## src/rtl/vga_timing_gen.sv

```systemverilog
// Parametrised VGA raster timing generator: h/v counters, sync/blank decode, frame pulses and count.
// Latency: 0 advances; every output is registered on the same edge that moves the counters.
// Backpressure: none; pix_ena gates advances, levels hold and pulses stay low while it is 0.
module vga_timing_gen #(
    parameter int H_VISIBLE   = 640,
    parameter int H_FRONT     = 16,
    parameter int H_SYNC      = 96,
    parameter int H_BACK      = 48,
    parameter int V_VISIBLE   = 480,
    parameter int V_FRONT     = 10,
    parameter int V_SYNC      = 2,
    parameter int V_BACK      = 33,
    parameter bit H_SYNC_POL  = 1'b0,
    parameter bit V_SYNC_POL  = 1'b0,
    parameter int COL_WIDTH   = 10,
    parameter int ROW_WIDTH   = 9,
    parameter int FRAME_WIDTH = 8
) (
    input  logic                   clk,
    input  logic                   reset_n,
    input  logic                   pix_ena,
    output logic                   h_sync,
    output logic                   v_sync,
    output logic                   disp_ena,
    output logic [COL_WIDTH-1:0]   col,
    output logic [ROW_WIDTH-1:0]   row,
    output logic                   end_line,
    output logic                   end_frame,
    output logic                   start_frame,
    output logic [FRAME_WIDTH-1:0] frame_cnt
);

    localparam int H_TOTAL = H_VISIBLE + H_FRONT + H_SYNC + H_BACK;
    localparam int V_TOTAL = V_VISIBLE + V_FRONT + V_SYNC + V_BACK;
    localparam int HW      = $clog2(H_TOTAL);
    localparam int VW      = $clog2(V_TOTAL);

    // Inclusive bounds so no constant ever needs to hold H_TOTAL itself
    localparam logic [HW-1:0] H_LAST       = HW'(H_TOTAL - 1);
    localparam logic [HW-1:0] H_VIS_LAST   = HW'(H_VISIBLE - 1);
    localparam logic [HW-1:0] H_SYNC_FIRST = HW'(H_VISIBLE + H_FRONT);
    localparam logic [HW-1:0] H_SYNC_LAST  = HW'(H_VISIBLE + H_FRONT + H_SYNC - 1);
    localparam logic [VW-1:0] V_LAST       = VW'(V_TOTAL - 1);
    localparam logic [VW-1:0] V_VIS_LAST   = VW'(V_VISIBLE - 1);
    localparam logic [VW-1:0] V_SYNC_FIRST = VW'(V_VISIBLE + V_FRONT);
    localparam logic [VW-1:0] V_SYNC_LAST  = VW'(V_VISIBLE + V_FRONT + V_SYNC - 1);

    logic [HW-1:0]          h_cnt_q, h_cnt_d, h_nxt;
    logic [VW-1:0]          v_cnt_q, v_cnt_d, v_nxt;
    logic                   h_vis, v_vis;
    logic                   h_sync_q, h_sync_d;
    logic                   v_sync_q, v_sync_d;
    logic                   disp_ena_q, disp_ena_d;
    logic [COL_WIDTH-1:0]   col_q, col_d;
    logic [ROW_WIDTH-1:0]   row_q, row_d;
    logic                   end_line_q, end_line_d;
    logic                   end_frame_q, end_frame_d;
    logic                   start_frame_q, start_frame_d;
    logic [FRAME_WIDTH-1:0] frame_cnt_q, frame_cnt_d;

    always_comb begin
        h_nxt = h_cnt_q + HW'(1);
        v_nxt = v_cnt_q;
        if (h_cnt_q == H_LAST) begin
            h_nxt = '0;
            v_nxt = (v_cnt_q == V_LAST) ? '0 : v_cnt_q + VW'(1);
        end
    end

    assign h_vis = (h_nxt <= H_VIS_LAST);
    assign v_vis = (v_nxt <= V_VIS_LAST);

    // Decode the position being entered so outputs line up with the counters
    always_comb begin
        h_cnt_d       = h_cnt_q;
        v_cnt_d       = v_cnt_q;
        h_sync_d      = h_sync_q;
        v_sync_d      = v_sync_q;
        disp_ena_d    = disp_ena_q;
        col_d         = col_q;
        row_d         = row_q;
        frame_cnt_d   = frame_cnt_q;
        end_line_d    = 1'b0;
        end_frame_d   = 1'b0;
        start_frame_d = 1'b0;
        if (pix_ena) begin
            h_cnt_d       = h_nxt;
            v_cnt_d       = v_nxt;
            h_sync_d      = (h_nxt >= H_SYNC_FIRST && h_nxt <= H_SYNC_LAST) ? H_SYNC_POL : ~H_SYNC_POL;
            v_sync_d      = (v_nxt >= V_SYNC_FIRST && v_nxt <= V_SYNC_LAST) ? V_SYNC_POL : ~V_SYNC_POL;
            disp_ena_d    = h_vis && v_vis;
            col_d         = h_vis ? COL_WIDTH'(h_nxt) : '0;
            row_d         = v_vis ? ROW_WIDTH'(v_nxt) : '0;
            end_line_d    = (h_nxt == H_LAST);
            end_frame_d   = (h_nxt == H_LAST) && (v_nxt == V_LAST);
            start_frame_d = (h_nxt == '0) && (v_nxt == '0);
            if (start_frame_d) begin
                frame_cnt_d = frame_cnt_q + FRAME_WIDTH'(1);
            end
        end
    end

    // Reset parks on the last pixel so the first advance lands on (0,0)
    always_ff @(posedge clk or negedge reset_n) begin
        if (!reset_n) begin
            h_cnt_q       <= H_LAST;
            v_cnt_q       <= V_LAST;
            h_sync_q      <= ~H_SYNC_POL;
            v_sync_q      <= ~V_SYNC_POL;
            disp_ena_q    <= 1'b0;
            col_q         <= '0;
            row_q         <= '0;
            end_line_q    <= 1'b0;
            end_frame_q   <= 1'b0;
            start_frame_q <= 1'b0;
            frame_cnt_q   <= '0;
        end else begin
            h_cnt_q       <= h_cnt_d;
            v_cnt_q       <= v_cnt_d;
            h_sync_q      <= h_sync_d;
            v_sync_q      <= v_sync_d;
            disp_ena_q    <= disp_ena_d;
            col_q         <= col_d;
            row_q         <= row_d;
            end_line_q    <= end_line_d;
            end_frame_q   <= end_frame_d;
            start_frame_q <= start_frame_d;
            frame_cnt_q   <= frame_cnt_d;
        end
    end

    assign h_sync      = h_sync_q;
    assign v_sync      = v_sync_q;
    assign disp_ena    = disp_ena_q;
    assign col         = col_q;
    assign row         = row_q;
    assign end_line    = end_line_q;
    assign end_frame   = end_frame_q;
    assign start_frame = start_frame_q;
    assign frame_cnt   = frame_cnt_q;

endmodule

```

## config.mk

```make
export PLATFORM = sky130hd
export DESIGN_NAME = vga_timing_gen
export DESIGN_NICKNAME = d
export VERILOG_FILES = /design/src/rtl/vga_timing_gen.sv
export SDC_FILE = /design/constraint.sdc
export NUM_CORES = 1
export LEC_CHECK = 0
export BUFFER_PORTS_ARGS = -buffer_cell sky130_fd_sc_hd__buf_2
export CORE_MARGIN = 1
export CORE_UTILIZATION = 55
export CTS_BUF_LIST = sky130_fd_sc_hd__clkbuf_16
export CTS_CLUSTER_DIAMETER = 100
export DETAILED_ROUTE_END_ITERATION = 8
export GPL_ROUTABILITY_DRIVEN = 0
export MAX_ROUTING_LAYER = met4
export PLACE_DENSITY = 0.79
export SLEW_MARGIN = 20
export SYNTH_ARGS = -nofsm -noshare
export SYNTH_HDL_FRONTEND = slang
export SYNTH_SLANG_ARGS = --single-unit
export TNS_END_PERCENT = 5
```

## constraint.sdc

```tcl
create_clock -name clk -period 5 [get_ports clk]
set_input_delay 0.25 -clock clk [delete_from_list [all_inputs] [get_ports clk]]
set_output_delay 0.25 -clock clk [all_outputs]
set_load 0.02 [all_outputs]
```

* Word-level counts from Yosys, hierarchy flattened
Index checks and enable logic that the tools add are counted.
** Operators by class
- Eq/ne operators :: 4
- Reductions and logical operators :: 8
- Add/subtract/negate cells :: 3
- Order comparisons :: 6
- Mux-type cells :: 10
** Operators by type and width (number)
- 10-bit equality test, second input constant :: 4
- 10-bit 2-to-1 mux :: 4
- 10-bit by 1-bit adder with 10-bit output, second input constant :: 2
- 10-bit <= comparator, second input constant :: 2
- 10-bit by 9-bit <= comparator with 1-bit output, second input constant :: 2
- 10-bit logical NOT :: 2
- 10-bit greater-or-equal comparator, second input constant :: 1
- 10-bit by 9-bit greater-or-equal comparator with 1-bit output, second input constant :: 1
- 9-bit 2-to-1 mux :: 1
- 8-bit by 1-bit adder with 8-bit output, second input constant :: 1
- 1-bit logical AND :: 5
- 1-bit 2-to-1 mux :: 5
- 2-bit AND reduction :: 1
** Storage, ports and cells
- Word-level logic and storage cells :: 42
- Bits of input ports :: 3
- Output and inout port bits :: 33
- Register bits :: 53

* Depth between registers and ports, before layout
Gate-level depths: netlist (run 1).
- Depth after elaboration :: 6
- Depth in mapped cells :: 10
- Depth with buffers taken out :: 9

* Least setup slack after synthesis (run 1)
Ideal clock, no wire load.
- Path kind :: reg2reg
- Start point :: register h_cnt_q[5]
- End point :: register frame_cnt_q[1] (netlist: frame_cnt[1])
- Clock period less this slack :: 3.058 ns
- Setup time :: 0.125 ns
- Required time :: 4.875 ns
- Path buffers :: 1
- Path slack :: 1.942 ns
- Stages on the path, launching flop included :: 8
- Arrival time :: 2.933 ns
- Cells stage by stage :: dfrtp_1 > buf_6 > or4b_2 > nor4_1 > mux2i_1 > o211ai_1 > nor4b_4 > mux2_2
** Between the ends
- Word-level cells in the longest chain between the ends :: 5
- Elaborated cells between the ends (all ways) :: 8
- Classes of those cells :: 1 x add/sub; 1 x eq/ne; 2 x mux; 4 x reduce/logical
** RTL lines
- start, declared :: RTL line 48 : logic [HW-1:0] h_cnt_q, h_cnt_d, h_nxt;
- start signal, assigned :: RTL line 118 : h_cnt_q <= h_cnt_d;
- 10-bit by 1-bit adder with 10-bit output or 10-bit equality test (tied branches) :: RTL line 62, 64
- 10-bit 2-to-1 mux :: RTL line 64 : if (h_cnt_q == H_LAST) begin
- 10-bit logical NOT :: RTL line 96 : start_frame_d = (h_nxt == '0) && (v_nxt == '0);
- 1-bit logical AND (*) :: RTL line 96
- 2-bit AND reduction (no line) (*)
- end signal, assigned :: RTL line 128 : frame_cnt_q <= frame_cnt_d;
- end, declared :: RTL line 59 : logic [FRAME_WIDTH-1:0] frame_cnt_q, frame_cnt_d;
Mark *: on every way between the ends. The rest lies on a longest branch, timed or not.
A chain may end at the register's enable or synchronous reset.

* Final worst setup path (run 1)
- Start point :: register h_cnt_q[0]
- End point :: register frame_cnt_q[1] (netlist: frame_cnt[1])
Same word-level chain as after synthesis.

==> results of run 1 <==
cells by family (layout without fill, tap and decap cells):
family                     count (synthesis)  in the layout  synth area share, %
xor gates and xnor gates                  31             31                8.652
and+or+nand+nor                          127            127                22.61
buffers and inverters                     51             70                6.619
adders and majority gates                  6              6                2.392
DFF                                       53             53                42.74
AOI/OAI and AO/OA                         61             61                13.56
muxes                                     10             10                3.429
registers in the layout, indices dropped and copies added, names as in the netlist:
register / cells
col: 10
disp_ena: 1
end_frame: 1
end_line: 1
frame_cnt: 8
h_cnt_q: 10
h_sync: 1
row: 9
start_frame: 1
v_cnt_q: 10
v_sync: 1
Yosys cell counts (7+ instances only):
cell type	number	area share, %
a21oi_1	11	1.8
and2_1	7	1.4
clkbuf_1	20	2.4
dfrtp_1	41	33
dfstp_2	12	10
inv_1	24	2.9
nand2_1	26	3.1
nand3_1	18	2.9
nand4_1	14	2.8
nor2_1	19	2.3
nor3_1	8	1.3
o21ai_0	13	2.1
o22ai_1	14	2.8
xnor2_1	25	7.0
worst max path at each step:
stage / start / endpoint / slack, ns
after global placement: h_cnt_q[0] / frame_cnt[1] / 1.37
after floorplan: h_cnt_q[5] / frame_cnt[1] / 1.94
after detailed placement: h_cnt_q[0] / frame_cnt[1] / 1.22
final: h_cnt_q[0] / frame_cnt[1] / 1.15
after global routing: h_cnt_q[1] / frame_cnt[3] / 0.83
after CTS: h_cnt_q[0] / frame_cnt[1] / 1.17
cell type report:
class	instances	area (µm²)	share of cell area (%)
Multi-Input combinational cell	235	1589	45.72
Sequential cell	53	1341	38.59
Timing Repair Buffer	38	197.7	5.688
Clock buffer	5	125.1	3.600
Inverter	24	90.09	2.592
Tap cell	72	90.09	2.592
Clock inverter	3	42.54	1.224
report_power, final:
group | internal (µW) | switching, µW | total (µW)
Combinational | 138 | 195 | 333
Clock | 235 | 152 | 388
Sequential | 501 | 103 | 604
Total | 875 | 450 | 1330
per-stage QoR:
| stage | instances | hold slack, ns | instance area [µm²] |
|---|---|---|---|
| after floorplan | 339 | -0.04559 | 3138 |
| after global placement | 422 | 0.4044 | 3308 |
| after detailed placement | 422 | 0.4029 | 3308 |
| after CTS | 430 | 0.09730 | 3476 |
| after global routing | 430 | 0.1299 | 3476 |
| final | 430 | 0.06599 | 3476 |
per-layer routing:
layer	vias to the layer above	wire [µm]
met5	-	0
met4	0	195
met3	20	322
met2	84	3304
met1	1232	3032
li1	1242	-
==> out/results.tsv, run 1 <==
metric	value	unit
vias_per_cell	5.995	
reg2reg_from	h_cnt_q[0]	
final_hold_viol_count	0	
dieWidth	77.54	µm
final.period_utilization	77.03	%
groute.layer.met1.usage	33.82	%
critPathLaunchType	register	
die_h	77.54	µm
cts_buf_count	5	
clock_sinks	53	
final.setup.tns	0	ns
cts_resized	0	
cts.root.buffer_cell	clkbuf_16	
grt_setup_unrepaired	false	
number_of_enable_type_register_cells_in_the_synthesized_netlist	0	
firstDrtPassIters	7	
worstPathCellList	ha_1 -> nand4_1 -> nor4_1 -> mux2i_1 -> o211ai_1 -> nor4b_4 -> mux2_2	
grt_pass1_vias	2453	
cp_data_arrival_time	4.03	ns
timing.critical_path.buf_inv	0	
cp.required	5.18	ns
timing.setup.critical_path_class	reg -> reg	
tritoncts_clock_tree	yes	
regToRegEndpoint	frame_cnt[1]	
io_buffers	35	
fillers	452	
min_period	3.851	ns
mean_post_synth_cell_area	9.257	µm²
worst_path_dominant_cell_family	simple AND/OR/NAND/NOR gates	
sequential_element_share_of_the_synthesized_area	42.74	%
clock_path_buffers	2	
clk-insertion-delay-late	0.29	ns
grt_util_met3	4.118	%
routedWlPerCell	15.94	µm
hpwl	4749	µm
htree_levels	2	
p_leak	0.001500	µW
pin_count_of_the_biggest_net_entering_global_routing	58	
gr-total-overflow	0	
power_density	381.3	nW/µm²
yosys_warnings	0	
timing.final.setup_violations	0	
worst-path-stages	7	
post_synthesis_net_count	348	
initial_core_util	56.99	%
grt_first_pass_wirelength	11790	µm
setup.worst_path.end_class	register	
fin_ws	1.149	ns
pre_cts_ws	1.225	ns
max_slew_violation_total_from_the_final_report	0	
cts_setup_buffers	0	
grt_antenna_before_repair	0	
cell_with_the_largest_stage_delay_on_the_worst_path	nor4_1	
clk_pin_slew	0.07	ns
synthDistinctLibCells	53	
postSynth.asyncResetShare	100.0	%
ff2ff_path_depth	7	
fmaxAchievable	0.2597	GHz
fin_nets	366	
die_outline_area	6012	µm²
fin_total_pwr	1325	µW
fp-row-count	27	
rrSetupSlack	1.15	ns
yosys_most_used_dff	dfrtp_1	
ir_drop_worst_case_vdd	0.0002888	V
busiest_layer	met2	
drtAntennaViolNets	0	
drt-total-wl	6855	µm
coreArea	5507	µm²
timing.critical_path.fanout_max	13	
delay_of_the_slowest_cell_on_the_worst_path	0.84	ns
status	completed	
insertedDiodeCount	0	
ff_latch_count_synth	53	
timing.clock.skew	0.005766	ns
area_growth	10.77	%
synthesis.area	3138	µm²
tightestPinTransition	0.8033	ns
detail_route.iter0.violations	246	
number_of_ports_placed_on_the_die_boundary	36	
maxSlewHeadroom	45.69	%
layout_commonest_cell	dfrtp_1	
global_route.usage.met2	39.47	%
post_synth_inst_count	339	
timing.max_cap.violations	0	
worstHoldPathType	in -> async	
cts_hold_repair.buffers	0	
dr_total_vias	2578	
remaining_drc_errors	0	
most-common-layout-cells	41 x dfrtp_1, 35 x buf_2, 26 x nand2_1	
drive_above_1_share	20.11	%
total_routing_usage_reported_by_global_routing	25.55	%
layout.core_utilization	63.12	%
Note: power is estimated with default switching activity, not from simulation.
==> run 2, diff against run 1 <==
==> constraint.sdc (replaced) <==
create_clock -name clk -period 4 [get_ports clk]
set_input_delay 0.2 -clock clk [delete_from_list [all_inputs] [get_ports clk]]
set_output_delay 0.2 -clock clk [all_outputs]
set_load 0.02 [all_outputs]
==> run 2 against run 1 <==
  * Non-clock buffer count rose by 3
  * Cell count up 0.70%
  * Register-to-register slack got worse by 0.66 ns
  * Flip-flop and latch count did not move
  * First-iteration DRC count down 47%
  * Sequential share of layout area shrank 0.056 points
  * Global-route usage decreased by 0.41 points
  * Critical path depth up 1
  * Utilization grew 0.091 points
  * Clock skew increased by 0.0033 ns
  * Setup slack lost 0.66 ns
  * Critical path type unchanged
  * Critical endpoint unchanged
==> out/results.tsv, run 2 (synthesis results as in run 1) <==
metric	value	unit
total_routing_usage_reported_by_global_routing	25.14	%
cts_buf_count	5	
grt_util_met3	3.765	%
fillers	431	
layout.core_utilization	63.21	%
tritoncts_clock_tree	yes	
max_slew_violation_total_from_the_final_report	0	
power_density	463.0	nW/µm²
cp_data_arrival_time	3.71	ns
initial_core_util	56.99	%
most-common-layout-cells	41 x dfrtp_1, 35 x buf_2, 26 x nand2_1	
die_outline_area	6012	µm²
status	completed	
drive_above_1_share	21.05	%
die_h	77.54	µm
cts.root.buffer_cell	clkbuf_16	
maxSlewHeadroom	42.71	%
ir_drop_worst_case_vdd	0.0003474	V
vias_per_cell	5.947	
clk-insertion-delay-late	0.30	ns
hpwl	4857	µm
dr_total_vias	2575	
timing.clock.skew	0.009021	ns
routedWlPerCell	16.07	µm
clk_pin_slew	0.08	ns
fin_nets	369	
setup.worst_path.end_class	register	
dpl.cell_count	425	
pin_count_of_the_biggest_net_entering_global_routing	57	
postLayoutCellArea	3481	µm²
delay_of_the_slowest_cell_on_the_worst_path	0.59	ns
detail_route.iter0.violations	130	
firstDrtPassIters	4	
post_layout_nonfiller_instances	433	
cts_hold_repair.buffers	0	
tightestPinTransition	0.8474	ns
layout_commonest_cell	dfrtp_1	
worstHoldPathType	in -> async	
number_of_ports_placed_on_the_die_boundary	36	
insertedDiodeCount	0	
fp-row-count	27	
p_leak	0.001500	µW
groute.layer.met1.usage	31.33	%
placed_cell_area	3331	µm²
cp.required	4.19	ns
worstPathCellList	ha_1 -> nand4_1 -> buf_4 -> or3_1 -> a221oi_4 -> o2111ai_2 -> nor4b_4 -> mux2_2	
cts_setup_buffers	0	
timing.setup.critical_path_class	reg -> reg	
dieWidth	77.54	µm
drt-total-wl	6958	µm
grt_setup_unrepaired	false	
final.setup.tns	0	ns
critPathLaunchType	register	
drtAntennaViolNets	0	
grt_pass1_vias	2473	
worst_path_dominant_cell_family	simple AND/OR/NAND/NOR gates	
global_route.usage.met2	40.62	%
io_buffers	35	
coreArea	5507	µm²
busiest_layer	met2	
area_growth	10.93	%
timing.critical_path.buf_inv	1	
min_period	3.515	ns
gr-total-overflow	0	
cell_with_the_largest_stage_delay_on_the_worst_path	dfstp_2	
cts_resized	0	
timing.final.setup_violations	0	
grt_first_pass_wirelength	11610	µm
grt_antenna_before_repair	0	
final_hold_viol_count	0	
fmaxAchievable	0.2845	GHz
timing.critical_path.fanout_max	13	
final.period_utilization	87.86	%
htree_levels	2	
remaining_drc_errors	0	
timing.max_cap.violations	0	
clock_sinks	53	
clock_path_buffers	2	
-- run 2: cell types whose count changed in the layout (fill, tap and decap cells not counted) --
cell / before / now
buf_4: 3 / 6
inv_6: 0 / 1
inv_1: 25 / 24
bufinv_16: 1 / 0
clkinvlp_4: 0 / 1
-- run 2: area by class of cell --
class                      instances  area, µm²  share of cell area (%)
clock inverter                     3      25.02                  0.7189
sequential                        53       1341                   38.53
clock buffer                       5      125.1                   3.595
timing repair buffer              41      220.2                   6.326
multi-input combinational        235       1589                   45.65
inverter                          24      90.09                   2.588
tap                               72      90.09                   2.588
-- run 2: worst paths after layout --
path	from	endpoint	slack [ns]	cells past startpoint
max in group asynchronous	reset_n	col[6]	3.53	2
worst max-delay path	h_cnt_q[0]	frame_cnt[1]	0.49	8
min in group clk	pix_ena	start_frame	0.47	4
worst max register to register	h_cnt_q[0]	frame_cnt[1]	0.49	8
worst min-delay path	reset_n	v_cnt_q[1]	0.02	2
worst min register to register	frame_cnt[6]	frame_cnt[6]	0.49	1
-- run 2: routing by layer --
metal  wire, µm  vias up  share of wire, %
met3        402       15               5.8
met4        155        0               2.2
met1       3015     1228                43
li1           -     1240                 -
met2       3384       92                49
met5          0        -                 0
-- run 2: report_power, final --
part / switching (µW) / internal [µW] / leakage, µW
clock: 206 / 236 / 0.0000704
combinational: 242 / 174 / 0.000760
sequential: 127 / 626 / 0.000669
-- run 2: per-stage QoR --
step / worst slack (ns) / power, µW / hold WS, ns
6_report: 0.4855 / 1612 / 0.01712
5_1_grt: 0.2649 / 1699 / 0.07876
4_1_cts: 0.4606 / 1620 / 0.04451
3_5_place_dp: 0.5039 / 1176 / 0.3591
3_3_place_gp: 0.6126 / 1159 / 0.3522
2_1_floorplan: 0.9421 / 1066 / -0.09559
==> run 3, diff against run 2 <==
--- a/config.mk
+++ b/config.mk
@@ -7,7 +7,7 @@
 export LEC_CHECK = 0
 export BUFFER_PORTS_ARGS = -buffer_cell sky130_fd_sc_hd__buf_2
 export CORE_MARGIN = 1
-export CORE_UTILIZATION = 55
+export CORE_UTILIZATION = 53
 export CTS_BUF_LIST = sky130_fd_sc_hd__clkbuf_16
 export CTS_CLUSTER_DIAMETER = 100
 export DETAILED_ROUTE_END_ITERATION = 8
==> constraint.sdc (replaced) <==
create_clock -name clk -period 2.9 [get_ports clk]
set_input_delay 0.145 -clock clk [delete_from_list [all_inputs] [get_ports clk]]
set_output_delay 0.145 -clock clk [all_outputs]
set_load 0.02 [all_outputs]
==> run 3 against run 2 <==
  * Critical path depth unchanged
  * Via count is 4.7% higher
  * Highest routed layer unchanged
  * Non-clock buffer count increased by 27
==> out/results.tsv, run 3 (synthesis results as in run 1) <==
metric	value	unit
vias_per_cell	5.861	
initial_core_util	55.96	%
min_period	2.766	ns
timing.max_cap.violations	0	
drtAntennaViolNets	0	
fin_ws	0.1343	ns
grt_setup_unrepaired	false	
io_buffers	35	
area_growth	18.82	%
worstHoldPathType	in -> reg	
final.period_utilization	95.37	%
fin_total_pwr	2354	µW
grt_pass1_vias	2447	
cts.root.buffer_cell	clkbuf_16	
pre_cts_ws	0.09989	ns
timing.clock.skew	0.006254	ns
tritoncts_clock_tree	yes	
clock_path_buffers	2	
firstDrtPassIters	5	
cp.required	3.08	ns
drt-total-wl	7185	µm
hpwl	4879	µm
cp_data_arrival_time	2.95	ns
dieWidth	78.95	µm
dr_total_vias	2696	
fin_nets	396	
timing.critical_path.fanout_max	8	
die_h	78.95	µm
final_hold_viol_count	0	
total_routing_usage_reported_by_global_routing	25.33	%
status	completed	
die_outline_area	6232	µm²
ir_drop_worst_case_vdd	0.0003341	V
most-common-layout-cells	41 x dfrtp_1, 34 x buf_2, 32 x buf_4	
insertedDiodeCount	0	
power_density	631.2	nW/µm²
max_slew_violation_total_from_the_final_report	0	
layout_commonest_cell	dfrtp_1	
grt_first_pass_wirelength	11920	µm
worst_case_hold_slack	0.3039	ns
grt_antenna_before_repair	0	
htree_levels	2	
critPathLaunchType	register	
fmaxAchievable	0.3616	GHz
pin_count_of_the_biggest_net_entering_global_routing	50	
p_leak	0.001657	µW
final.setup.tns	0	ns
timing.setup.critical_path_class	reg -> reg	
setup.worst_path.end_class	register	
cts_buf_count	5	
detail_route.iter0.violations	220	
gr-total-overflow	0	
number_of_ports_placed_on_the_die_boundary	36	
timing.final.setup_violations	0	
drive_above_1_share	27.06	%
remaining_drc_errors	0	
routedWlPerCell	15.62	µm
clock_sinks	53	
tightestPinTransition	0.6064	ns
clk-insertion-delay-late	0.30	ns
maxSlewHeadroom	59.57	%
coreArea	5608	µm²
fillers	477	
clk_pin_slew	0.07	ns
fp-row-count	27	
[run 3: cell count changes in the layout (fill, tap and decap cells not counted), moves of 2 or more]
cell     before  now
buf_4         6   32
nor4_1        6    4
o21ai_0      13   11
o21ai_1       0    2
[run 3: final timing paths]
path,slack [ns],cells after the start,from,endpoint
setup reg to reg,0.13,8,h_cnt_q[0],frame_cnt[1]
setup / recovery,0.13,8,h_cnt_q[0],frame_cnt[1]
hold reg to reg,0.47,1,frame_cnt[7],frame_cnt[7]
hold / removal,0.30,3,pix_ena,h_cnt_q[3]
min in group asynchronous,0.39,2,reset_n,col[2]
max in group asynchronous,1.91,3,reset_n,h_cnt_q[3]
[run 3: area by class of cell]
cell class / count / area, µm² / share of cell area, %
sequential: 53 / 1341 / 35.97
multi-input combinational: 235 / 1622 / 43.49
clock buffer: 5 / 125.1 / 3.356
inverter: 24 / 90.09 / 2.416
clock inverter: 3 / 28.78 / 0.7718
tap: 72 / 90.09 / 2.416
timing repair buffer: 68 / 431.7 / 11.58
[run 3: power by group]
| part | switching (µW) | leakage, µW | internal [µW] |
|---|---|---|---|
| Clock | 294 | 0.0000767 | 333 |
| Sequential | 57.6 | 0.000669 | 859 |
| Combinational | 483 | 0.000911 | 327 |
| Total | 834 | 0.00166 | 1520 |
[run 3: metrics by stage]
| step | utilization (%) | cell area (µm²) | cells |
|---|---|---|---|
| after global routing | 66.49 | 3729 | 460 |
| after CTS | 65.77 | 3689 | 458 |
| after floorplan | - | 3154 | 339 |
| after global placement | 63.03 | 3535 | 450 |
| after detailed placement | 63.03 | 3535 | 450 |
| final | 66.49 | 3729 | 460 |
[run 3: layer usage]
layer  up-vias  track usage (%)  share of wire (%)
met4         0            8.545                2.6
li1       1285                -                  -
met1      1258            34.08                 46
met3        30            5.057                6.2
met2       123            38.52                 45
met5         -                -                  0
[run 3: worst max-delay path, cell delays in order (launching register included)]
cell,delay [ns]
dfstp_2,0.54
ha_1,0.16
nand4_1,0.12
or3_1,0.55
a221oi_4,0.35
o2111ai_2,0.17
nor4b_4,0.32
buf_6,0.17
mux2_4,0.29
[run 3: timing repair]
action | 4_1_cts | 5_1_grt
gates resized for setup | 0 | 5
buffers inserted | 0 | 1
endpoints found under the hold margin | 0 | 41
hold buffers | 0 | 1
setup endpoints to repair | 0 | 8
